**src/rtl/ps2_host_tx_pkg.sv**
```systemverilog
`default_nettype none
// ============================================================================
// Module  : ps2_host_tx_pkg
// Brief   : Shared PS/2 timing defaults, host-transmit state encodings, parity.
// Revision: 1.0 - initial release
// ============================================================================
package ps2_host_tx_pkg;

  localparam int unsigned c_inhibit_cycles = 12000;
  localparam int unsigned c_timeout_cycles = 2000000;
  localparam int unsigned c_filter_len     = 8;

  localparam int unsigned c_state_w = 4;
  typedef logic [c_state_w-1:0] state_t;

  localparam state_t c_st_idle    = 4'd0;
  localparam state_t c_st_inhibit = 4'd1;
  localparam state_t c_st_request = 4'd2;
  localparam state_t c_st_data    = 4'd3;
  localparam state_t c_st_parity  = 4'd4;
  localparam state_t c_st_stop    = 4'd5;
  localparam state_t c_st_ack     = 4'd6;
  localparam state_t c_st_release = 4'd7;
  localparam state_t c_st_finish  = 4'd8;

  // PS/2 uses odd parity: the bit makes the total count of ones odd.
  function automatic logic odd_parity_bit(input logic [7:0] b);
    return ~(^b);
  endfunction

endpackage
`default_nettype wire

```
**src/rtl/ps2_line_filter.sv**
```systemverilog
`default_nettype none
// ============================================================================
// Module  : ps2_line_filter
// Brief   : 2-flop synchronizer, FILTER_LEN glitch filter, falling-edge pulse.
// Revision: 1.0 - initial release
// ============================================================================
module ps2_line_filter #(
  parameter int unsigned FILTER_LEN = 8
) (
  input  logic clk,
  input  logic rst,
  input  logic line_in,
  output logic level,
  output logic fall
);

  localparam int unsigned c_cnt_w = (FILTER_LEN > 1) ? $clog2(FILTER_LEN) : 1;
  localparam logic [c_cnt_w-1:0] c_cnt_last = c_cnt_w'(FILTER_LEN - 1);

  logic [1:0]         r_sync;
  logic               r_level;
  logic               r_fall;
  logic [c_cnt_w-1:0] r_cnt;

  // A new level is accepted only after FILTER_LEN consecutive samples disagree
  // with the current one; any sample that agrees restarts the count.
  always_ff @(posedge clk or negedge rst) begin
    if (!rst) begin
      r_sync  <= 2'b11;
      r_level <= 1'b1;
      r_fall  <= 1'b0;
      r_cnt   <= '0;
    end else begin
      r_sync <= {r_sync[0], line_in};
      r_fall <= 1'b0;
      if (r_sync[1] == r_level) begin
        r_cnt <= '0;
      end else if (r_cnt == c_cnt_last) begin
        r_level <= r_sync[1];
        r_fall  <= ~r_sync[1];
        r_cnt   <= '0;
      end else begin
        r_cnt <= r_cnt + c_cnt_w'(1);
      end
    end
  end

  assign level = r_level;
  assign fall  = r_fall;

endmodule
`default_nettype wire

```
**src/rtl/ps2_host_tx.sv**
```systemverilog
`default_nettype none
// ============================================================================
// Module  : ps2_host_tx
// Brief   : PS/2 host-to-device command transmitter with ACK check and timeout.
// Revision: 1.0 - initial release
// ============================================================================
module ps2_host_tx
  import ps2_host_tx_pkg::*;
#(
  parameter int unsigned INHIBIT_CYCLES = c_inhibit_cycles,
  parameter int unsigned TIMEOUT_CYCLES = c_timeout_cycles,
  parameter int unsigned FILTER_LEN     = c_filter_len
) (
  input  logic       clk,
  input  logic       rst,
  input  logic [7:0] tx_data,
  input  logic       tx_start,
  input  logic       ps2c_in,
  input  logic       ps2d_in,
  output logic       ps2c_oe,
  output logic       ps2d_oe,
  output logic       busy,
  output logic       done,
  output logic       err
);

  localparam int unsigned c_inh_w = (INHIBIT_CYCLES > 1) ? $clog2(INHIBIT_CYCLES) : 1;
  localparam int unsigned c_tmo_w = (TIMEOUT_CYCLES > 1) ? $clog2(TIMEOUT_CYCLES) : 1;
  localparam logic [c_inh_w-1:0] c_inh_last = c_inh_w'(INHIBIT_CYCLES - 1);
  localparam logic [c_tmo_w-1:0] c_tmo_last = c_tmo_w'(TIMEOUT_CYCLES - 1);

  state_t             r_state;
  state_t             w_state_nxt;
  logic [7:0]         r_data;
  logic [c_inh_w-1:0] r_inh_cnt;
  logic [c_tmo_w-1:0] r_tmo_cnt;
  logic [2:0]         r_bit_cnt;
  logic               r_ack;
  logic               r_ps2c_oe;
  logic               r_ps2d_oe;
  logic               w_ps2c_oe_nxt;
  logic               w_ps2d_oe_nxt;
  logic               w_c_level;
  logic               w_c_fall;
  logic               w_d_level;
  logic               w_in_frame;
  logic               w_timeout;

  ps2_line_filter #(.FILTER_LEN(FILTER_LEN)) u_clk_filter (
    .clk    (clk),
    .rst    (rst),
    .line_in(ps2c_in),
    .level  (w_c_level),
    .fall   (w_c_fall)
  );

  ps2_line_filter #(.FILTER_LEN(FILTER_LEN)) u_data_filter (
    .clk    (clk),
    .rst    (rst),
    .line_in(ps2d_in),
    .level  (w_d_level),
    .fall   ()
  );

  assign w_in_frame = r_state inside {c_st_request, c_st_data, c_st_parity,
                                      c_st_stop, c_st_ack, c_st_release};
  assign w_timeout  = w_in_frame && !w_c_fall && (r_tmo_cnt == c_tmo_last);

  always_ff @(posedge clk or negedge rst) begin
    if (!rst) r_state <= c_st_idle;
    else      r_state <= w_state_nxt;
  end

  always_comb begin
    w_state_nxt = r_state;
    case (r_state)
      c_st_idle:    if (tx_start) w_state_nxt = c_st_inhibit;
      c_st_inhibit: if (r_inh_cnt == c_inh_last) w_state_nxt = c_st_request;
      c_st_request: w_state_nxt = c_st_data;
      c_st_data:    if (w_c_fall && (r_bit_cnt == 3'd7)) w_state_nxt = c_st_parity;
      c_st_parity:  if (w_c_fall) w_state_nxt = c_st_stop;
      c_st_stop:    if (w_c_fall) w_state_nxt = c_st_ack;
      c_st_ack:     if (w_c_fall) w_state_nxt = c_st_release;
      c_st_release: if (w_c_level && w_d_level) w_state_nxt = c_st_finish;
      c_st_finish:  w_state_nxt = c_st_idle;
      default:      w_state_nxt = c_st_idle;
    endcase
    // A stalled device aborts the frame through FINISH, which reports err.
    if (w_timeout) w_state_nxt = c_st_finish;
  end

  // Pad enables are computed for the state being entered and then registered.
  always_comb begin
    w_ps2c_oe_nxt = (w_state_nxt == c_st_inhibit) || (w_state_nxt == c_st_request);
    w_ps2d_oe_nxt = r_ps2d_oe;
    if (w_c_fall) begin
      case (r_state)
        c_st_data:   w_ps2d_oe_nxt = ~r_data[r_bit_cnt];
        c_st_parity: w_ps2d_oe_nxt = ~odd_parity_bit(r_data);
        c_st_stop:   w_ps2d_oe_nxt = 1'b0;
        default:     w_ps2d_oe_nxt = r_ps2d_oe;
      endcase
    end
    if (w_state_nxt == c_st_request) begin
      w_ps2d_oe_nxt = 1'b1;
    end else if (w_state_nxt inside {c_st_idle, c_st_inhibit, c_st_finish}) begin
      w_ps2d_oe_nxt = 1'b0;
    end
    busy = (r_state != c_st_idle);
    done = (r_state == c_st_finish) &&  r_ack;
    err  = (r_state == c_st_finish) && !r_ack;
  end

  always_ff @(posedge clk or negedge rst) begin
    if (!rst) begin
      r_data    <= '0;
      r_inh_cnt <= '0;
      r_tmo_cnt <= '0;
      r_bit_cnt <= '0;
      r_ack     <= 1'b0;
      r_ps2c_oe <= 1'b0;
      r_ps2d_oe <= 1'b0;
    end else begin
      r_ps2c_oe <= w_ps2c_oe_nxt;
      r_ps2d_oe <= w_ps2d_oe_nxt;

      if ((r_state == c_st_idle) && tx_start) r_data <= tx_data;

      if (r_state == c_st_inhibit) r_inh_cnt <= r_inh_cnt + c_inh_w'(1);
      else                         r_inh_cnt <= '0;

      if (w_in_frame && !w_c_fall) r_tmo_cnt <= r_tmo_cnt + c_tmo_w'(1);
      else                         r_tmo_cnt <= '0;

      if (r_state != c_st_data)  r_bit_cnt <= '0;
      else if (w_c_fall)         r_bit_cnt <= r_bit_cnt + 3'd1;

      if (r_state == c_st_idle)              r_ack <= 1'b0;
      else if (w_timeout)                    r_ack <= 1'b0;
      else if ((r_state == c_st_ack) && w_c_fall) r_ack <= ~w_d_level;
    end
  end

  assign ps2c_oe = r_ps2c_oe;
  assign ps2d_oe = r_ps2d_oe;

endmodule
`default_nettype wire

```
**config.mk**
```make
export PLATFORM = sky130hd
export DESIGN_NAME = ps2_host_tx
export DESIGN_NICKNAME = d
export VERILOG_FILES = /design/src/rtl/ps2_host_tx_pkg.sv /design/src/rtl/ps2_line_filter.sv /design/src/rtl/ps2_host_tx.sv
export SDC_FILE = /design/constraint.sdc
export NUM_CORES = 1
export LEC_CHECK = 0
export ABC_AREA = 1
export CAP_MARGIN = 40
export CORE_MARGIN = 2
export CORE_UTILIZATION = 56
export DETAILED_ROUTE_END_ITERATION = 10
export GPL_TIMING_DRIVEN = 0
export PLACE_DENSITY = 0.75
export SLEW_MARGIN = 25
export SYNTH_ARGS = -nofsm -noshare
export SYNTH_HDL_FRONTEND = slang
export SYNTH_HIERARCHICAL = 1
export SYNTH_SLANG_ARGS = --single-unit
```
**constraint.sdc**
```tcl
create_clock -name clk -period 1.9 [get_ports clk]
set_input_delay 0.19 -clock clk [delete_from_list [all_inputs] [get_ports clk]]
set_output_delay 0.19 -clock clk [all_outputs]
set_load 0.005 [all_outputs]
```
Word-level counts from Yosys, hierarchy flattened
Cells that the tools add are included.
Storage, ports and cells
  memory bits (writable): 0
  memories: 0
  register bits after elaboration: 66
  latch bits: 0
  input bits: 13
  bits in read-only memories: 0
Operators by class
  reductions and logical operators: 24
  add/sub/neg operators: 5
  magnitude comparators: 1
  shift operators: 0
  multiplexer cells: 28
  divide/modulo/power cells: 0
  equality and inequality tests: 19
  bitwise logic cells: 5
  multipliers: 0
Operators by type and width (count)
  2-to-1 mux 4 bit: 8
  one-hot mux 4 bit (8 select lines): 1
  adder 21 x 1 -> 21 bit, second input constant: 1
  == test 21 bit, second input constant: 1
  2-to-1 mux 21 bit: 1
  2-to-1 mux 3 bit: 6
  == test 4 x 3 -> 1 bit, second input constant: 4
  adder 14 x 1 -> 14 bit, second input constant: 1
  == test 14 bit, second input constant: 1
  2-to-1 mux 14 bit: 1
  == test 4 x 2 -> 1 bit, second input constant: 3
  adder 3 x 1 -> 3 bit, second input constant: 3
  == test 3 bit, second input constant: 3
  2-to-1 mux 1 bit: 9
  nonzero test 3 bit: 3
  == test 4 x 1 -> 1 bit, second input constant: 2
  == test 4 bit, second input constant: 2
  logical AND 1 bit: 8
  zero test 4 bit: 2
  XOR reduction 8 bit: 1
  AND reduction 2 bit: 3
  nonzero test 6 bit: 1
  NOT 1 bit: 5
  nonzero test 5 bit: 1
  other kinds (9): 11

Longest topological paths before layout
Gate-level depths: netlist of run 1.
  word-level depth: 9
  gate-level depth with buffers: 11

Modules after synthesis
The synthesis of run 1 kept the hierarchy.
Modules (own cells, without submodules)
  ps2_host_tx: instances 1, cells each 401, area an instance 2952.8 um2
  ps2_line_filter: instances 2, cells each 24, area an instance 264.0 um2

Worst setup path after synthesis of run 1
Ideal clock, no wire load.
  path type: register to register
  from: reg r_tmo_cnt[0]
  to: reg r_tmo_cnt[14]
  data arrival time: 1.351 ns
  path buffers: 0
  cell stages (with the launch flop): 11
  path slack: 0.433 ns
  setup time: 0.117 ns
  period minus slack after synthesis: 1.467 ns
  cell sequence: dfrtp_1 -> ha_1 -> nand3_2 -> nor2_4 -> nand2_4 -> nor2_4 -> nand3_1 -> nor2_1 -> nand2_1 -> nand2_1 -> nor2_1
Between the ends
  longest elaborated chain between the ends: 2
RTL lines
  from (decl): RTL line ps2_host_tx.sv:36  | logic [c_tmo_w-1:0] r_tmo_cnt;
  from (signal assigned): RTL line ps2_host_tx.sv:132  | if (w_in_frame && !w_c_fall) r_tmo_cnt <= r_tmo_cnt + c_tmo_w'(1);
  adder 21 x 1 -> 21 bit: RTL line ps2_host_tx.sv:132
  2-to-1 mux 21 bit: RTL line ps2_host_tx.sv:132
Every way passes these cells.
A chain may end at the register's enable or synchronous reset.

Worst setup path in the final report of run 1
  from: reg r_state[0]
  to: out done
Between the ends
  longest elaborated chain between the ends: 2
RTL lines
  from (decl): RTL line ps2_host_tx.sv:32  | state_t r_state;
  from (signal assigned): RTL line ps2_host_tx.sv:70  | if (!rst) r_state <= c_st_idle;
  from (signal assigned): RTL line ps2_host_tx.sv:71  | else r_state <= w_state_nxt;
  == test 4 bit: RTL line ps2_host_tx.sv:110  | done = (r_state == c_st_finish) && r_ack;
  logical AND 1 bit: RTL line ps2_host_tx.sv:110
  to (decl): RTL line ps2_host_tx.sv:23  | output logic done,
Every way passes these cells.

==> summary.md, run 1 <==
| Metric | Value |
|---|---|
| H-tree levels | 3 |
| DIE AREA | 6800 sq um |
| HPWL after DPL | 4670 um |
| Area Overhead vs Synth | 17.6% |
| Synthesized cell area | 3450 sq um |
| Wire length per cell | 12.3 um |
| Crit-path max FO | 4 |
| Longest Clk Path Bufs | 2 |
| Max-slew violation count | 0 |
| Tightest Pin Transition | 0.446 ns |
| Fmax | 540 MHz |
| Core ar. | 5920 sq um |
| Final period util | 0.975 |
| Logic pwr share | 0.167 |
| Post-layout nets | approximately 500 |
| Die Y | 82.5 um |
| Dpl ws | 0.155 ns |
| Hold Fails Final Rpt | 0 |
| Num CTS Buffers | 9 |
| Clock power frac | 0.394 |
| Critical path type | flop to output port |
| Vias in the first global route | around 2700 |
| Initial DRC Count | 145 |
| NetSw | approximately 1.1 mW |
| Internal power | 2.88 mW |
| Yosys warns | 6 |
| Routability congestion estimate | 0.812 |
| # diodes | 0 |
| Final worst setup slack | ~0.047 ns |
| Number of remaining DRC errors | 0 |
| Status | finished clean |
| Final Skew | 0.0121 ns |
| HP Class | input port to flop |
| Layout cells sized above 1 | 0.0990 |
| GRT overflow | 0 |
| Clock Sinks | between 60 and 70 |
| DRT Wirelength | around 6900 um |
| Routed vias/inst | 5.21 |
| Tot GR Track Use | 0.227 |
| Synthesized net count | approximately 470 |
| Critical path arrival | 1.66 ns |
| Endpoints failing setup | 0 |
| Mean Syn Cell Area | ~7.7 sq um |
| CTS tree | done |
| CTS Root Cell | clkbuf_8 |
| VDD IR max | 0.000731 V |
| Switching Fraction | 0.277 |
| Critical Path Start Type | flop |
| CP required | ~1.7 ns |
| Io pins | 18 |
| Initial core utilization | 0.582 |
| Rows | 28 |
| Via count | 2920 |
| Worst skew pair latency | 0.35 ns |
| Crit end category | output port |
| Die Width | 82.5 um |
| Largest net degree at the start of global routing | 47 |
| Seq pwr share | 0.438 |
| Final core utilization | 0.685 |
| RSZ-0062 raised after global routing | false |
| Hold WS | 0.249 ns |
| Max Cap Viol | 0 |
| First drt pass iteration count | 5 |
| Clk pin slew, worst setup/hold paths | ~0.080 ns |
| PD cells | 981 nW/um^2 |
| # port buffers | 17 |
| P_leak | around 1.9 nW |
| Post-route ant nets | 0 |
| Period minus WS final | 1.85 ns |
| Initial antenna violation count | 0 |
| Mapped Cells | 446 |
| First-pass GRT wire length | 11800 um |
| Rel. slew slack | 0.702 |
## cell type report
type / instances / area (sq um)
Sequential cell: 66 / 1660
Inverter: 61 / 229
Clock buffer: 9 / 124
Multi-Input combinational cell: 315 / 1550
Buffer: 4 / 20.0
Timing Repair Buffer: 23 / 238
Clock inverter: 7 / 141
Fill cell: 462 / 1860
Tap cell: 75 / 93.8
## path summary, 6_finish.rpt
kind	from	end	slack [ns]	cells after the start
worst max register to register	r_tmo_cnt[0]$_DFF_PN0_	ps2d_oe$_DFFE_PN0P_	0.23	10
worst min register to register	u_data_filter/r_sync[0]$_DFF_PN1_	u_data_filter/r_sync[1]$_DFF_PN1_	0.36	0
worst min-delay path	ps2d_in	u_data_filter/r_sync[0]$_DFF_PN1_	0.25	1
min in group asynchronous	rst	r_data[7]$_DFFE_PN0P_	0.26	2
max in group asynchronous	rst	u_clk_filter/level$_DFFE_PN1P_	1.05	3
worst max-delay path	r_state[0]$_DFF_PN0_	done	0.05	4
## repair_timing
action | CTS | global route
resized for setup | 3 | 3
endpoints found under the setup margin | 2 | 3
hold buffers | 1 | 0
pin swaps | 0 | 1
endpoints found under the hold margin | 20 | 0
gates cloned | 0 | 0
setup buffers | 1 | 3
## layout by cell type, fill, tap and decap left out, drive strengths merged, types with 3 or more instances in the layout
master and n:
bufinv 4, dfrtp 60, xnor2 3, nand3 29, ha 8, xor2 5
nor3 12, clkdlybuf4s50 15, dfstp 6, or2 3, nor2 71, inv 61
clkbuf 10, a211oi 3, nand4 8, buf 9, a21oi 31, nand3b 3
o21ai 17, nand2 114
## per-stage QoR
step                setup TNS, ns  cells  instance area (sq um)  power (mW)
floorplan                       0    446                   3450        2.23
global placement           -99.92    538                   3710        2.39
detailed placement              0    539                   3740        2.43
CTS                             0    557                   4030        4.01
global route                    0    560                   4060        4.24
finish                          0    560                   4060        3.98
## layer usage
layer / up-vias / track usage / part of all wire
li1: 1498 / - / -
met1: 1334 / 0.291 / 0.47
met2: 70 / 0.368 / 0.47
met3: 18 / 0.0565 / 0.044
met4: 0 / 0.0950 / 0.020
met5: - / 0 / 0
## flip-flops by register name, indices dropped and copies added (netlist names)
signal	flops
r_data	8
ps2d_oe	1
r_state	4
u_clk_filter/level	1
u_data_filter/r_sync	2
r_ack	1
u_data_filter/r_cnt	3
u_clk_filter/fall	1
u_data_filter/level	1
r_tmo_cnt	21
ps2c_oe	1
u_clk_filter/r_sync	2
u_clk_filter/r_cnt	3
r_inh_cnt	14
r_bit_cnt	3
## critical path, stage by stage, from the launching register on
cell	delay (ns)
dfrtp_2	0.44
nor2_4	0.14
nand3_1	0.11
nor2_1	0.11
clkdlybuf4s50_1	0.52
## power by group through the flow
stage                     Clock, mW  Sequential, mW  Combinational [mW]
after global routing           1.65            1.77               0.810
final                          1.57            1.74               0.666
after detailed placement          0            1.77               0.661
after global placement            0            1.76               0.622
after CTS                      1.60            1.74               0.667
after floorplan                   0            1.74               0.492
Note: power is estimated with default switching activity, not from simulation.
==> run 2, diff against run 1 <==
CORE_MARGIN = not set   (was 2)
CTS_CLUSTER_SIZE = 30   (was not set)
==> summary.md, run 2 (synthesis results as in run 1) <==
| Metric | Value |
|---|---|
| CTS Root Cell | clkbuf_8 (unchanged) |
| PD cells | 914 nW/um^2 (was 981 nW/um^2) |
| Number of remaining DRC errors | 0 (unchanged) |
| Max reg flops | 21 (unchanged) |
| Period minus WS final | 1.79 ns (was 1.85 ns) |
| Clk pin slew, worst setup/hold paths | 0.07 ns (was 0.08 ns) |
| Slowest CP cell | clkdlybuf4s50_1 (unchanged) |
| Num CTS Buffers | 9 (unchanged) |
| Design Power | 3.64 mW (was 3.98 mW) |
| Hold Fails Final Rpt | 0 (unchanged) |
| Final period util | 0.942 (was 0.975) |
| Clock Sinks | 66 (unchanged) |
| Initial antenna violation count | 0 (unchanged) |
| DIE AREA | 6480 sq um (was 6800 sq um) |
| CTS tree | done (unchanged) |
| Placed cell area | 3730 sq um (was 3740 sq um) |
| Max Cap Viol | 0 (unchanged) |
| Fmax | 559 MHz (was 540 MHz) |
| Core ar. | 5920 sq um (unchanged) |
| H-tree levels | 3 (unchanged) |
| DRT Wirelength | 6960 um (was 6900 um) |
| Most flops, register | r_tmo_cnt (unchanged) |
| P_leak | 1.91 nW (was 1.94 nW) |
| VDD IR max | 0.000674 V (was 0.000731 V) |
| CP required | 1.71 ns (about the same) |
| Hold WS | 0.256 ns (was 0.249 ns) |
| Crit-path max FO | 4 (unchanged) |
| Die Width | 80.5 um (was 82.5 um) |
| Layout cells sized above 1 | 0.0932 (was 0.0990) |
| Critical path arrival | 1.60 ns (was 1.66 ns) |
| CP delay by family, top | buffers and inverters (unchanged) |
| Rel. slew slack | 0.697 (was 0.702) |
| Critical Path Start Type | flop (unchanged) |
| Commonest cells after routing, fill and taps aside | nand2_1, nor2_1, inv_1 (unchanged) |
| Buffers & Inverters on Critical Path | 1 (unchanged) |
| Critical path type | flop to output port (unchanged) |
| # port buffers | 17 (unchanged) |
| Die Y | 80.5 um (was 82.5 um) |
| Post-layout nets | 499 (was 501) |
| HP Class | input port to flop (unchanged) |
| Area Overhead vs Synth | 15.5% (was 17.6%) |
| Initial core utilization | 0.582 (unchanged) |
| Biggest regs | r_tmo_cnt (21), r_inh_cnt (14), r_data (8) (unchanged) |
| Finished Cell Area | 3980 sq um (was 4060 sq um) |
| Wire length per cell | 12.5 um (was 12.3 um) |
| Crit end category | output port (unchanged) |
| Initial DRC Count | 144 (was 145) |
| R2r setup slk | 0.23 ns (about the same) |
| Endpoints failing setup | 0 (unchanged) |
| Worst skew pair latency | 0.34 ns (was 0.35 ns) |
| Routed vias/inst | 5.23 (was 5.21) |
| Final cell count without fillers | 558 (was 560) |
| Post-Place Cells | 539 (unchanged) |
| Fillers | 492 (was 462) |
| GRT overflow | 0 (unchanged) |
| Via count | 2918 (was 2920) |
| Vias in the first global route | 2840 (was 2738) |
| CP cell instances | nor2_4, nand3_2, nor2_1, clkdlybuf4s50_1 (was nor2_4, nand3_1, nor2_1, clkdlybuf4s50_1) |
| Rows | 28 (unchanged) |
| Status | finished clean (unchanged) |
| Post-route ant nets | 0 (unchanged) |
| # diodes | 0 (unchanged) |
| First drt pass iteration count | 4 (was 5) |
| Max-slew violation count | 0 (unchanged) |
| Worst path max stage delay | 0.51 ns (was 0.52 ns) |
| RSZ-0062 raised after global routing | false (unchanged) |
| Routability congestion estimate | 0.836 (was 0.812) |
| Most common cell after layout, fill and taps aside | nand2_1 (unchanged) |
| First-pass GRT wire length | 11900 um (was 11800 um) |
| Io pins | 18 (unchanged) |
| Tightest Pin Transition | 0.453 ns (was 0.446 ns) |
| Longest Clk Path Bufs | 2 (unchanged) |
| Setup TNS | 0 ns (unchanged) |
| HPWL after DPL | 4860 um (was 4670 um) |
| Largest net degree at the start of global routing | 44 (was 47) |
| Tot GR Track Use | 0.243 (was 0.227) |
| Final Skew | 0.00754 ns (was 0.0121 ns) |
==> run 2: cell types whose count changed in the layout (fill, tap and decap cells not counted) <==
cell | before | now
buf_16 | 1 | 0
clkbuf_8 | 9 | 12
nand3_2 | 2 | 3
clkinv_4 | 1 | 0
clkinvlp_4 | 1 | 0
buf_12 | 0 | 1
buf_4 | 5 | 3
bufinv_16 | 4 | 1
nand3_1 | 27 | 26
clkbuf_1 | 0 | 2
==> run 2: power breakdown <==
group	leakage (nW)	switching, mW	internal [mW]
combinational	0.951	0.407	0.261
sequential	0.850	0.146	1.61
clock	0.107	0.507	0.713
==> run 2: worst paths after layout <==
check / depth (start not counted) / endpoint / startpoint
max: 4 / done / r_state[1]$_DFF_PN0_
min: 1 / u_clk_filter/r_sync[0]$_DFF_PN1_ / ps2c_in
max reg2reg: 10 / ps2d_oe$_DFFE_PN0P_ / r_tmo_cnt[0]$_DFF_PN0_
min reg2reg: 0 / u_data_filter/r_sync[1]$_DFF_PN1_ / u_data_filter/r_sync[0]$_DFF_PN1_
max in group asynchronous: 3 / u_clk_filter/level$_DFFE_PN1P_ / rst
min in group asynchronous: 2 / r_inh_cnt[7]$_DFF_PN0_ / rst
==> run 2: cell type report <==
cell class	count	area [sq um]	share of cell area
sequential	66	1660	0.418
multi-input combinational	315	1550	0.390
inverter	61	229	0.0575
timing repair buffer	21	215	0.0541
clock buffer	14	173	0.0434
tap	75	93.8	0.0236
clock inverter	2	35.0	0.00880
buffer	4	20.0	0.00503
==> run 2: repair_timing <==
item,CTS,global route
endpoints found under the setup margin,2,3
hold buffers,1,0
resized for setup,3,4
hold endpoints to repair,23,0
cloned,0,0
buffers inserted,0,2
==> run 2: worst register-to-register path: cells and delay by family (launching register included) <==
family | cells | cell delay, ns
simple gates | 8 | 0.88
flops | 1 | 0.41
fa+ha+maj | 1 | 0.21
buf+inv | 1 | 0.08
==> run 2: metrics by stage <==
step	utilization	setup slack, ns
after CTS	0.668	0.00575
after detailed placement	0.630	0.201
after floorplan	-	0.433
after global routing	0.672	0.0226
final	0.672	0.110
after global placement	0.627	-1.58
==> run 2: layer usage <==
metal	track usage	vias to the layer above	part of all wire
met1	0.302	1371	0.48
li1	-	1493	-
met4	0.102	0	0.015
met3	0.0466	11	0.027
met5	0	-	0
met2	0.410	43	0.48
